**src/rtl/version_streamer.sv**
```systemverilog
// version_pkg holds the build identification streamed by version_streamer.
// version_streamer emits a 13-byte version frame: a header, the version and
// build timestamp from version_pkg, then an XOR checksum. A frame starts on
// a request or on auto-timer expiry, and it honours tx_ready backpressure.
package version_pkg;
    localparam logic [7:0]  C_VERSION_MAJOR  = 8'd1;
    localparam logic [7:0]  C_VERSION_MINOR  = 8'd2;
    localparam logic [7:0]  C_VERSION_PATCH  = 8'd3;
    localparam logic [7:0]  C_VERSION_BUILD  = 8'd68;
    localparam logic [15:0] C_VERSION_YEAR   = 16'h2025;
    localparam logic [7:0]  C_VERSION_MONTH  = 8'h11;
    localparam logic [7:0]  C_VERSION_DAY    = 8'h11;
    localparam logic [7:0]  C_VERSION_HOUR   = 8'h09;
    localparam logic [7:0]  C_VERSION_MINUTE = 8'h23;
    localparam logic [7:0]  C_VERSION_SECOND = 8'h21;
endpackage

module version_streamer
    import version_pkg::*;
#(
    parameter logic [7:0]  HEADER_BYTE = 8'hA5,
    parameter int unsigned AUTO_PERIOD = 32'd0
) (
    input  logic        clk,
    input  logic        rst,
    input  logic        req_i,
    input  logic        tx_ready,
    output logic [7:0]  tx_data,
    output logic        tx_valid,
    output logic        tx_last,
    output logic        busy,
    output logic [15:0] frame_count
);

    typedef enum logic {
        IDLE = 1'b0,
        SEND = 1'b1
    } state_t;

    localparam logic [3:0]  LAST_IDX = 4'd12;
    localparam logic [31:0] RELOAD   = 32'(AUTO_PERIOD - 32'd1);

    // Bytes 0..11 of the frame; everything after these is the checksum.
    function automatic logic [7:0] payload_byte(input logic [3:0] idx);
        logic [7:0] b;
        case (idx)
            4'd0:    b = HEADER_BYTE;
            4'd1:    b = C_VERSION_MAJOR;
            4'd2:    b = C_VERSION_MINOR;
            4'd3:    b = C_VERSION_PATCH;
            4'd4:    b = C_VERSION_BUILD;
            4'd5:    b = C_VERSION_YEAR[15:8];
            4'd6:    b = C_VERSION_YEAR[7:0];
            4'd7:    b = C_VERSION_MONTH;
            4'd8:    b = C_VERSION_DAY;
            4'd9:    b = C_VERSION_HOUR;
            4'd10:   b = C_VERSION_MINUTE;
            4'd11:   b = C_VERSION_SECOND;
            default: b = 8'h00;
        endcase
        return b;
    endfunction

    // XOR of bytes 0..11; all inputs are constants, so this folds to a constant.
    function automatic logic [7:0] frame_checksum();
        logic [7:0] acc;
        acc = 8'h00;
        for (int i = 0; i < 12; i++) begin
            acc = acc ^ payload_byte(4'(i));
        end
        return acc;
    endfunction

    function automatic logic [7:0] frame_byte(input logic [3:0] idx);
        logic [7:0] b;
        if (idx == LAST_IDX) begin
            b = frame_checksum();
        end else begin
            b = payload_byte(idx);
        end
        return b;
    endfunction

    state_t      state_r, state_n;
    logic [3:0]  idx_r, idx_n;
    logic        pending_r, pending_n;
    logic [7:0]  data_r, data_n;
    logic        last_r, last_n;
    logic [15:0] count_r, count_n;
    logic [31:0] timer_r;
    logic        expire_s;
    logic        accept_s;
    logic        start_s;

    assign expire_s = (AUTO_PERIOD != 32'd0) && (timer_r == 32'd0);
    assign accept_s = (state_r == SEND) && tx_ready;
    assign start_s  = (state_r == IDLE) && (req_i || expire_s || pending_r);

    // Free-running auto-send down-counter, independent of the frame FSM.
    always_ff @(posedge clk) begin
        if (rst) begin
            timer_r <= RELOAD;
        end else if (timer_r == 32'd0) begin
            timer_r <= RELOAD;
        end else begin
            timer_r <= timer_r - 32'd1;
        end
    end

    // Next-state, byte index, pending flag and output byte selection.
    always_comb begin
        state_n   = state_r;
        idx_n     = idx_r;
        pending_n = pending_r;
        data_n    = data_r;
        last_n    = last_r;
        count_n   = count_r;
        case (state_r)
            IDLE: begin
                if (start_s) begin
                    state_n   = SEND;
                    idx_n     = 4'd0;
                    pending_n = 1'b0;
                    data_n    = frame_byte(4'd0);
                    last_n    = 1'b0;
                end else begin
                    state_n   = IDLE;
                end
            end
            SEND: begin
                // Events during a frame (including the final-byte cycle) merge into one flag.
                pending_n = pending_r | req_i | expire_s;
                if (accept_s) begin
                    if (idx_r == LAST_IDX) begin
                        state_n = IDLE;
                        idx_n   = 4'd0;
                        data_n  = 8'h00;
                        last_n  = 1'b0;
                        count_n = count_r + 16'd1;
                    end else begin
                        idx_n  = idx_r + 4'd1;
                        data_n = frame_byte(idx_r + 4'd1);
                        last_n = (idx_r == (LAST_IDX - 4'd1));
                    end
                end else begin
                    state_n = SEND;
                end
            end
            default: begin
                state_n = IDLE;
            end
        endcase
    end

    // State and output registers; reset abandons any frame in progress.
    always_ff @(posedge clk) begin
        if (rst) begin
            state_r   <= IDLE;
            idx_r     <= 4'd0;
            pending_r <= 1'b0;
            data_r    <= 8'h00;
            last_r    <= 1'b0;
            count_r   <= 16'd0;
        end else begin
            state_r   <= state_n;
            idx_r     <= idx_n;
            pending_r <= pending_n;
            data_r    <= data_n;
            last_r    <= last_n;
            count_r   <= count_n;
        end
    end

    assign tx_valid    = (state_r == SEND);
    assign busy        = (state_r == SEND);
    assign tx_data     = data_r;
    assign tx_last     = last_r;
    assign frame_count = count_r;

endmodule

```
**config.mk**
```make
export PLATFORM = sky130hd
export DESIGN_NAME = version_streamer
export DESIGN_NICKNAME = d
export VERILOG_FILES = /design/src/rtl/version_streamer.sv
export SDC_FILE = /design/constraint.sdc
export NUM_CORES = 1
export LEC_CHECK = 0
export ABC_AREA = 1
export CORE_UTILIZATION = 40
export CTS_CLUSTER_DIAMETER = 80
export CTS_CLUSTER_SIZE = 28
export DETAILED_ROUTE_END_ITERATION = 12
export SYNTH_ARGS = -nofsm -noshare
export SYNTH_HDL_FRONTEND = slang
export SYNTH_SLANG_ARGS = --single-unit
export TNS_END_PERCENT = 100
```
**constraint.sdc**
```tcl
create_clock -name clk -period 2.8 [get_ports clk]
set_input_delay 0.7 -clock clk [delete_from_list [all_inputs] [get_ports clk]]
set_output_delay 0.7 -clock clk [all_outputs]
set_load 0.02 [all_outputs]
```
# Yosys cells after proc, flatten, opt, wreduce, memory -nomap -nowiden
# Memories as Yosys holds them, arrays and structs flattened.
# Cells that the tools add are included.
dict set report word_totals {
  reg_bits 31
  romBits 128
  inputBits 4
  elab_cells 39
  memories 1
}
# memory depth word_bits read_ports rd_ports_with_merged_regs write_ports line
set mem_list {}
lappend mem_list {{(no name shown)} 16 8 1 0 0 46} ;# case (idx)
dict set report classes {
  n_addsub 2
  eq_ne 5
  n_mux 18
  bitwise 2
  n_reduce_logical 5
}
# op n
set ops {}
lappend ops {{two-way mux 8 bit} 4}
lappend ops {{adder 16 x 1 -> 16 bit (second input constant)} 1}
lappend ops {{case mux 8 bit (2 select lines)} 1}
lappend ops {{equality test 4 bit (second input constant)} 3}
lappend ops {{two-way mux 4 bit} 3}
lappend ops {{case mux 4 bit (2 select lines)} 1}
lappend ops {{two-way mux 1 bit} 6}
lappend ops {{case mux 1 bit (2 select lines)} 3}
lappend ops {{adder 4 x 1 -> 4 bit (second input constant)} 1}
lappend ops {{AND reduction 3 bit} 1}
lappend ops {{logical AND 1 bit} 2}
lappend ops {{inequality test 2 x 1 -> 1 bit (second input constant)} 1}
lappend ops {{inequality test 2 bit (second input constant)} 1}
lappend ops {{AND reduction 2 bit} 1}
lappend ops {{logical OR 1 bit} 1}
lappend ops {{inverter 1 bit} 1}
lappend ops {{bitwise OR 1 bit} 1}

# Longest topological paths before layout
# Gate-level depths: netlist (run 1).
dict set report logic_depth {
  depth_word 6
  depth_mapped 10
}

# Least setup slack after synthesis (run 1)
# OpenSTA, ideal clock, no wires.
dict set report synth_path {
  path_type {input to register}
  from {input port req_i}
  to {register data_r[7] (netlist: tx_data[7])}
  setup_ns 0.127
  arrival_ns 1.483
  path_slack_ns 1.191
  stages 5
  path_cell_list {or2_2 a21oi_4 inv_1 o21ai_0 a21oi_1}
}
dict set report synth_between {
  elab_chain_cells 4
}
# element line
set synth_rtl {}
lappend synth_rtl {{start: declaration} 26} ;# input logic req_i,
lappend synth_rtl {{logical OR 1 bit} 97} ;# assign start_s = (state_r == IDLE) && (req_i || expire_s || pending_r);
lappend synth_rtl {{logical AND 1 bit} 97}
lappend synth_rtl {{inequality test 2 bit (no source line)} -}
lappend synth_rtl {{AND reduction 2 bit (no source line)} -}
lappend synth_rtl {{end signal: assignment} 168} ;# data_r <= data_n;
lappend synth_rtl {{end: declaration} 87} ;# logic [7:0] data_r, data_n;
# No other way between the ends.
# A chain may end at the register's enable or synchronous reset.

# Worst setup path after layout (run 1)
dict set report layout_path {
  from {register count_r[5] (netlist: frame_count[5])}
  to {output port frame_count[5]}
}
# element line
set layout_lines {}
lappend layout_lines {{start: declaration} 89} ;# logic [15:0] count_r, count_n;
lappend layout_lines {{start signal: assignment} 170} ;# count_r <= count_n;
lappend layout_lines {{end: declaration} 32} ;# output logic [15:0] frame_count
# No word-level cell between the ends.

==> flow_metrics.tcl, run 1 <==
set metrics [dict create \
    outcome "finished, final reports clean" \
    min_path_type "reg -> reg" \
    crit_buf_inv 1 \
    cts_root_buffer "clkbuf_8" \
    yosysWarnings 0 \
    post-cts-setup-buffers 0 \
    antenna_found_initial 0 \
    combPwrFrac 0.081 \
    io_buffers 30 \
    synthAdderAreaFrac 0.0573 \
    ys_seq_elements 31 \
    hold_depth 2 \
    critPathRequiredTime_ps 2100 \
    critPathKind "reg -> out" \
    switching_share 0.235 \
    drc 0 \
    finalHoldViolations 0 \
    rsz0062_at_grt "no" \
    synth.distinct_cells 27 \
    drt-initial-drc-count 114 \
    routedWlPerCell_um 12.0 \
    setup_violations 0 \
    clkPwrFrac 0.464 \
    crit_family "buffers and inverters" \
    final_common_cell "nand2_1" \
    endpoint_kind "output port" \
    critical_path_arrival_ps 1360 \
    cts-hold-fix-buffers 0 \
    crit_slowest_cell "clkdlybuf4s50_1" \
    seqPwrFrac 0.455 \
    dieArea_um2 4630 \
    dr_total_vias 1737 \
    min_to "tx_last" \
    wl_mm 4.22 \
    fp.dieW_um 68.1 \
    max_stage_delay_ps 640 \
    startpoint_type "flip-flop" \
    grt_pass1_wl_mm 6.96 \
    netlist_instances 266 \
    cts_max_path_buffers 2 \
    via_per_inst 4.96 \
    relSlewSlack 0.706 \
    r2r_end "frame_count[10]" \
    max_freq_ghz 0.486 \
    clk_pin_slew_worst_paths_ps 70 \
    skew_ps 7.10 \
    synthMuxAreaShare 0 \
    r2r_slack_ps 800 \
    grt.total_usage 0.203 \
    final_cell_mix "nand2_1, inv_1, dfxtp_1, clkdlybuf4s50_1, a21oi_1" \
    n_antenna_cell 0 \
    synth_compound_area_frac 0.131 \
    cts_made_buffers 5 \
    h-tree-depth 2 \
    rr_worst_depth 7 \
    worst_pin_slew_ps 441 \
    p_int_uw 771 \
    switching_power_uw 237 \
    cts_tree "built" \
    period_share 0.735 \
    synth_top_family_by_area "simple AND/OR/NAND/NOR gates" \
    fp-row-count 23 \
    yosysSeqAreaShare 0.355 \
    tns_ps 0 \
    ant_nets 0 \
    power.leakage_nw 0.867 \
    synth_fp_nets 278 \
    die_h_um 68.1 \
    grt_max_degree 18 \
    crit_chain "clkdlybuf4s50_1" \
    synthXorXnorAreaFrac 0.00501 \
    overflow 0 \
    finalWeightedCongestion 0.878 \
    ir_drop_mv 0.296 \
    p_per_area_nw_per_um2 457 \
    cp_max_fo 6 \
    yosys.area_share.simple 0.360 \
    dpl.hpwl_mm 3.01 \
    fin_hold_ws_ps 466 \
    syn_area_um2 1750 \
    cts_sinks 31 \
    final-max-slew-violation-count 0 \
    worstReg2RegStart "idx_r[0]" \
    grt_pass1_vias 1506 \
    min_period_ps 2060 \
    drive_above_1_share 0.0633 \
    cts_repair_resize_count 0 \
    insertion_delay_ps 290 \
    initial_utilization 0.427 \
    io_pins 31 \
    hold_start "tx_last" \
    dr.pass1.iters 4 \
    maxCapViolCount 0 \
    synth.avg_cell_area_um2 6.57 \
    final_nets 311 \
    core-area_um2 4090 \
    synthToLayoutAreaGrowth_pct 26.2 \
]
[worst max-delay path by stage]
stage                                 end  cells after the start      startpoint
after detailed placement  frame_count[14]                      8        tx_ready
after floorplan                tx_data[7]                      5           req_i
final                      frame_count[5]                      1  frame_count[5]
after global placement    frame_count[14]                      8        tx_ready
after global routing      frame_count[14]                     10        idx_r[0]
after CTS                  frame_count[5]                      1  frame_count[5]
[metal layers]
metal / GRT usage / share of wire / vias up
li1: - / - / 916
met1: 0.289 / 0.52 / 777
met2: 0.293 / 0.43 / 37
met3: 0.0483 / 0.043 / 7
met4: 0.0703 / 0.011 / 0
met5: 0 / 0 / -
[sequential cells by signal, indices dropped and copies added (netlist names)]
| name | count |
|---|---|
| frame_count | 16 |
| tx_data | 8 |
| idx_r | 4 |
| busy | 1 |
| pending_r | 1 |
| tx_last | 1 |
[stage by stage]
| step | power, mW | area, um^2 | util | cells | setup slack [ps] |
|---|---|---|---|---|---|
| after floorplan | 0.517 | 1750 | - | 266 | 1190 |
| after global placement | 0.550 | 2090 | 0.511 | 342 | 564 |
| after detailed placement | 0.550 | 2090 | 0.511 | 342 | 551 |
| after CTS | 1.01 | 2200 | 0.539 | 350 | 729 |
| after global routing | 1.04 | 2200 | 0.539 | 350 | 581 |
| final | 1.01 | 2200 | 0.539 | 350 | 742 |
[synth_stat cells (all sizes together)]
library cell / instances / area share
o21ai: 15 / 0.043
clkinv: 1 / 0.0029
nor3b: 1 / 0.0043
nor3: 3 / 0.011
nand3b: 1 / 0.0043
nand4: 9 / 0.032
nor2: 23 / 0.058
buf: 3 / 0.013
nand3: 15 / 0.046
a211oi: 1 / 0.0043
ha: 8 / 0.057
or2: 2 / 0.0072
nand2: 91 / 0.20
a21oi: 24 / 0.075
o21a: 2 / 0.0086
xor2: 1 / 0.0050
dfxtp: 31 / 0.36
clkbuf: 2 / 0.0043
inv: 33 / 0.071
[cell families after synthesis]
logic type / count (synthesis)
AOI/OAI and AO/OA: 42
xor gates and xnor gates: 1
adders and majority gates: 8
buffers and inverters: 39
DFF: 31
and+or+nand+nor: 145
[power groups by stage]
stage	sequential, mW	combinational, mW	clock, mW
CTS	0.458	0.0819	0.475
finish	0.458	0.0817	0.467
detailed placement	0.468	0.0816	0
floorplan	0.475	0.0418	0
global route	0.460	0.0908	0.491
global placement	0.469	0.0810	0
[cell type report]
class	count	area, um^2
Timing Repair Buffer	31	308
Sequential cell	31	621
Multi-Input combinational cell	196	967
Inverter	34	129
Clock buffer	6	82.6
Tap cell	50	62.6
Clock inverter	2	35.0
Fill cell	421	1880
(Power assumes the default switching activity.)
==> run 2, diff against run 1 <==
==> constraint.sdc (replaced) <==
create_clock -name clk -period 1.92 [get_ports clk]
set_input_delay 0.48 -clock clk [delete_from_list [all_inputs] [get_ports clk]]
set_output_delay 0.48 -clock clk [all_outputs]
set_load 0.02 [all_outputs]
==> run 2 against run 1 <==
Compared with the run above:
- largest cell class unchanged
- sequential cell count unchanged
- via count increased by 1.5%
- worst setup slack lost 660 ps
- non-clock buffer count up 12
- final cell count increased by 3.4%
- highest routed layer unchanged
- largest power group is now registers
==> flow_metrics.tcl, run 2 (same netlist as run 1, synthesis figures left out) <==
set metrics [dict create \
    drc 0 \
    finalWeightedCongestion 0.916 \
    outcome "finished, final reports clean" \
    overflow 0 \
    antenna_found_initial 0 \
    via_per_inst 4.87 \
    core-area_um2 4090 \
    drive_above_1_share 0.0962 \
    crit_buf_inv 1 \
    cts_made_buffers 5 \
    min_path_type "reg -> reg" \
    insertion_delay_ps 280 \
    grt.total_usage 0.206 \
    power.leakage_nw 0.912 \
    critPathRequiredTime_ps 1440 \
    cts_sinks 31 \
    min_period_ps 1840 \
    skew_ps 1.80 \
    h-tree-depth 2 \
    fin_area_um2 2260 \
    dpl.hpwl_mm 3.15 \
    grt_pass1_vias 1565 \
    grt_max_degree 18 \
    crit_slowest_cell "clkdlybuf4s50_1" \
    rsz0062_at_grt "no" \
    routedWlPerCell_um 11.5 \
    startpoint_type "flip-flop" \
    synthToLayoutAreaGrowth_pct 29.3 \
    io_buffers 30 \
    dr.pass1.iters 4 \
    period_share 0.959 \
    crit_family "buffers and inverters" \
    critical_path_arrival_ps 1360 \
    ant_nets 0 \
    n_antenna_cell 0 \
    p_per_area_nw_per_um2 573 \
    grt_pass1_wl_mm 7.04 \
    finalHoldViolations 0 \
    endpoint_kind "output port" \
    wl_mm 4.17 \
    die_h_um 68.1 \
    max_stage_delay_ps 640 \
    io_pins 31 \
    fp.dieW_um 68.1 \
    cts-hold-fix-buffers 0 \
    maxCapViolCount 0 \
    final_cell_mix "nand2_1, inv_1, dfxtp_1, clkdlybuf4s50_1, a21oi_1" \
    largest_reg_flops 16 \
    ir_drop_mv 0.383 \
    place_area_um2 2160 \
    fp-row-count 23 \
    cts_root_buffer "clkbuf_8" \
    max_freq_ghz 0.543 \
    dieArea_um2 4630 \
    cts_max_path_buffers 2 \
    initial_utilization 0.427 \
    critPathKind "reg -> out" \
    cts_tree "built" \
    worst_pin_slew_ps 300 \
    tns_ps 0 \
    dr_total_vias 1763 \
    drt-initial-drc-count 68 \
    crit_chain "clkdlybuf4s50_1" \
    final_common_cell "nand2_1" \
    setup_violations 0 \
    cp_max_fo 6 \
    clk_pin_slew_worst_paths_ps 60 \
    num-fill-cells 406 \
    relSlewSlack 0.800 \
    final-max-slew-violation-count 0 \
    final_nets 323 \
]
## run 2: changes by cell type in the layout (fill, tap and decap cells not counted), sizes merged
cell	previous run	this run
buf	1	13
bufinv	1	0
clkbuf	6	7
## run 2: worst paths after layout
kind / from / endpoint / slack (ps) / cells past startpoint
worst min register to register: tx_data[6] / tx_data[6] / 460 / 2
worst min-delay path: tx_data[6] / tx_data[6] / 460 / 2
worst max-delay path: frame_count[9] / frame_count[9] / 80 / 1
worst max register to register: idx_r[1] / frame_count[4] / 200 / 9
## run 2: power by group
group	internal, mW	total [mW]	leakage, nW	switching (mW)
clock network	0.254	0.502	0.0422	0.248
logic	0.0546	0.128	0.618	0.0739
registers	0.657	0.664	0.251	0.00756
## run 2: layout make-up
type,count,area (um^2),share of cell area
Multi-Input combinational cell,196,967,0.428
Timing Repair Buffer,43,398,0.176
Clock buffer,7,76.3,0.0338
Sequential cell,31,621,0.275
Inverter,34,129,0.0571
Clock inverter,1,5.00,0.00222
Tap cell,50,62.6,0.0277
## run 2: stage by stage
| step | instances | total power [mW] | worst slack (ps) | utilization | hold slack [ps] |
|---|---|---|---|---|---|
| 2_1_floorplan | 266 | 0.754 | 424 | - | 501 |
| 6_report | 362 | 1.29 | 78.9 | 0.553 | 461 |
| 5_1_grt | 362 | 1.35 | 6.01 | 0.553 | 494 |
| 3_5_place_dp | 352 | 0.807 | 24.5 | 0.529 | 455 |
| 3_3_place_gp | 352 | 0.809 | 9.11 | 0.529 | 453 |
| 4_1_cts | 360 | 1.31 | 58.5 | 0.549 | 467 |
## run 2: repair_timing
action                                  4_1_cts  5_1_grt
buffers inserted                              0        2
gates resized for setup                       0        1
endpoints found under the setup margin        0        1
## run 2: per-layer routing
metal | GRT usage | part of all wire | wire length [um] | up-vias
li1 | - | - | - | 939
met5 | 0 | 0 | 0 | -
met2 | 0.292 | 0.41 | 1710 | 44
met4 | 0.0703 | 0.010 | 42 | 0
met1 | 0.291 | 0.53 | 2220 | 776
met3 | 0.0633 | 0.048 | 202 | 4
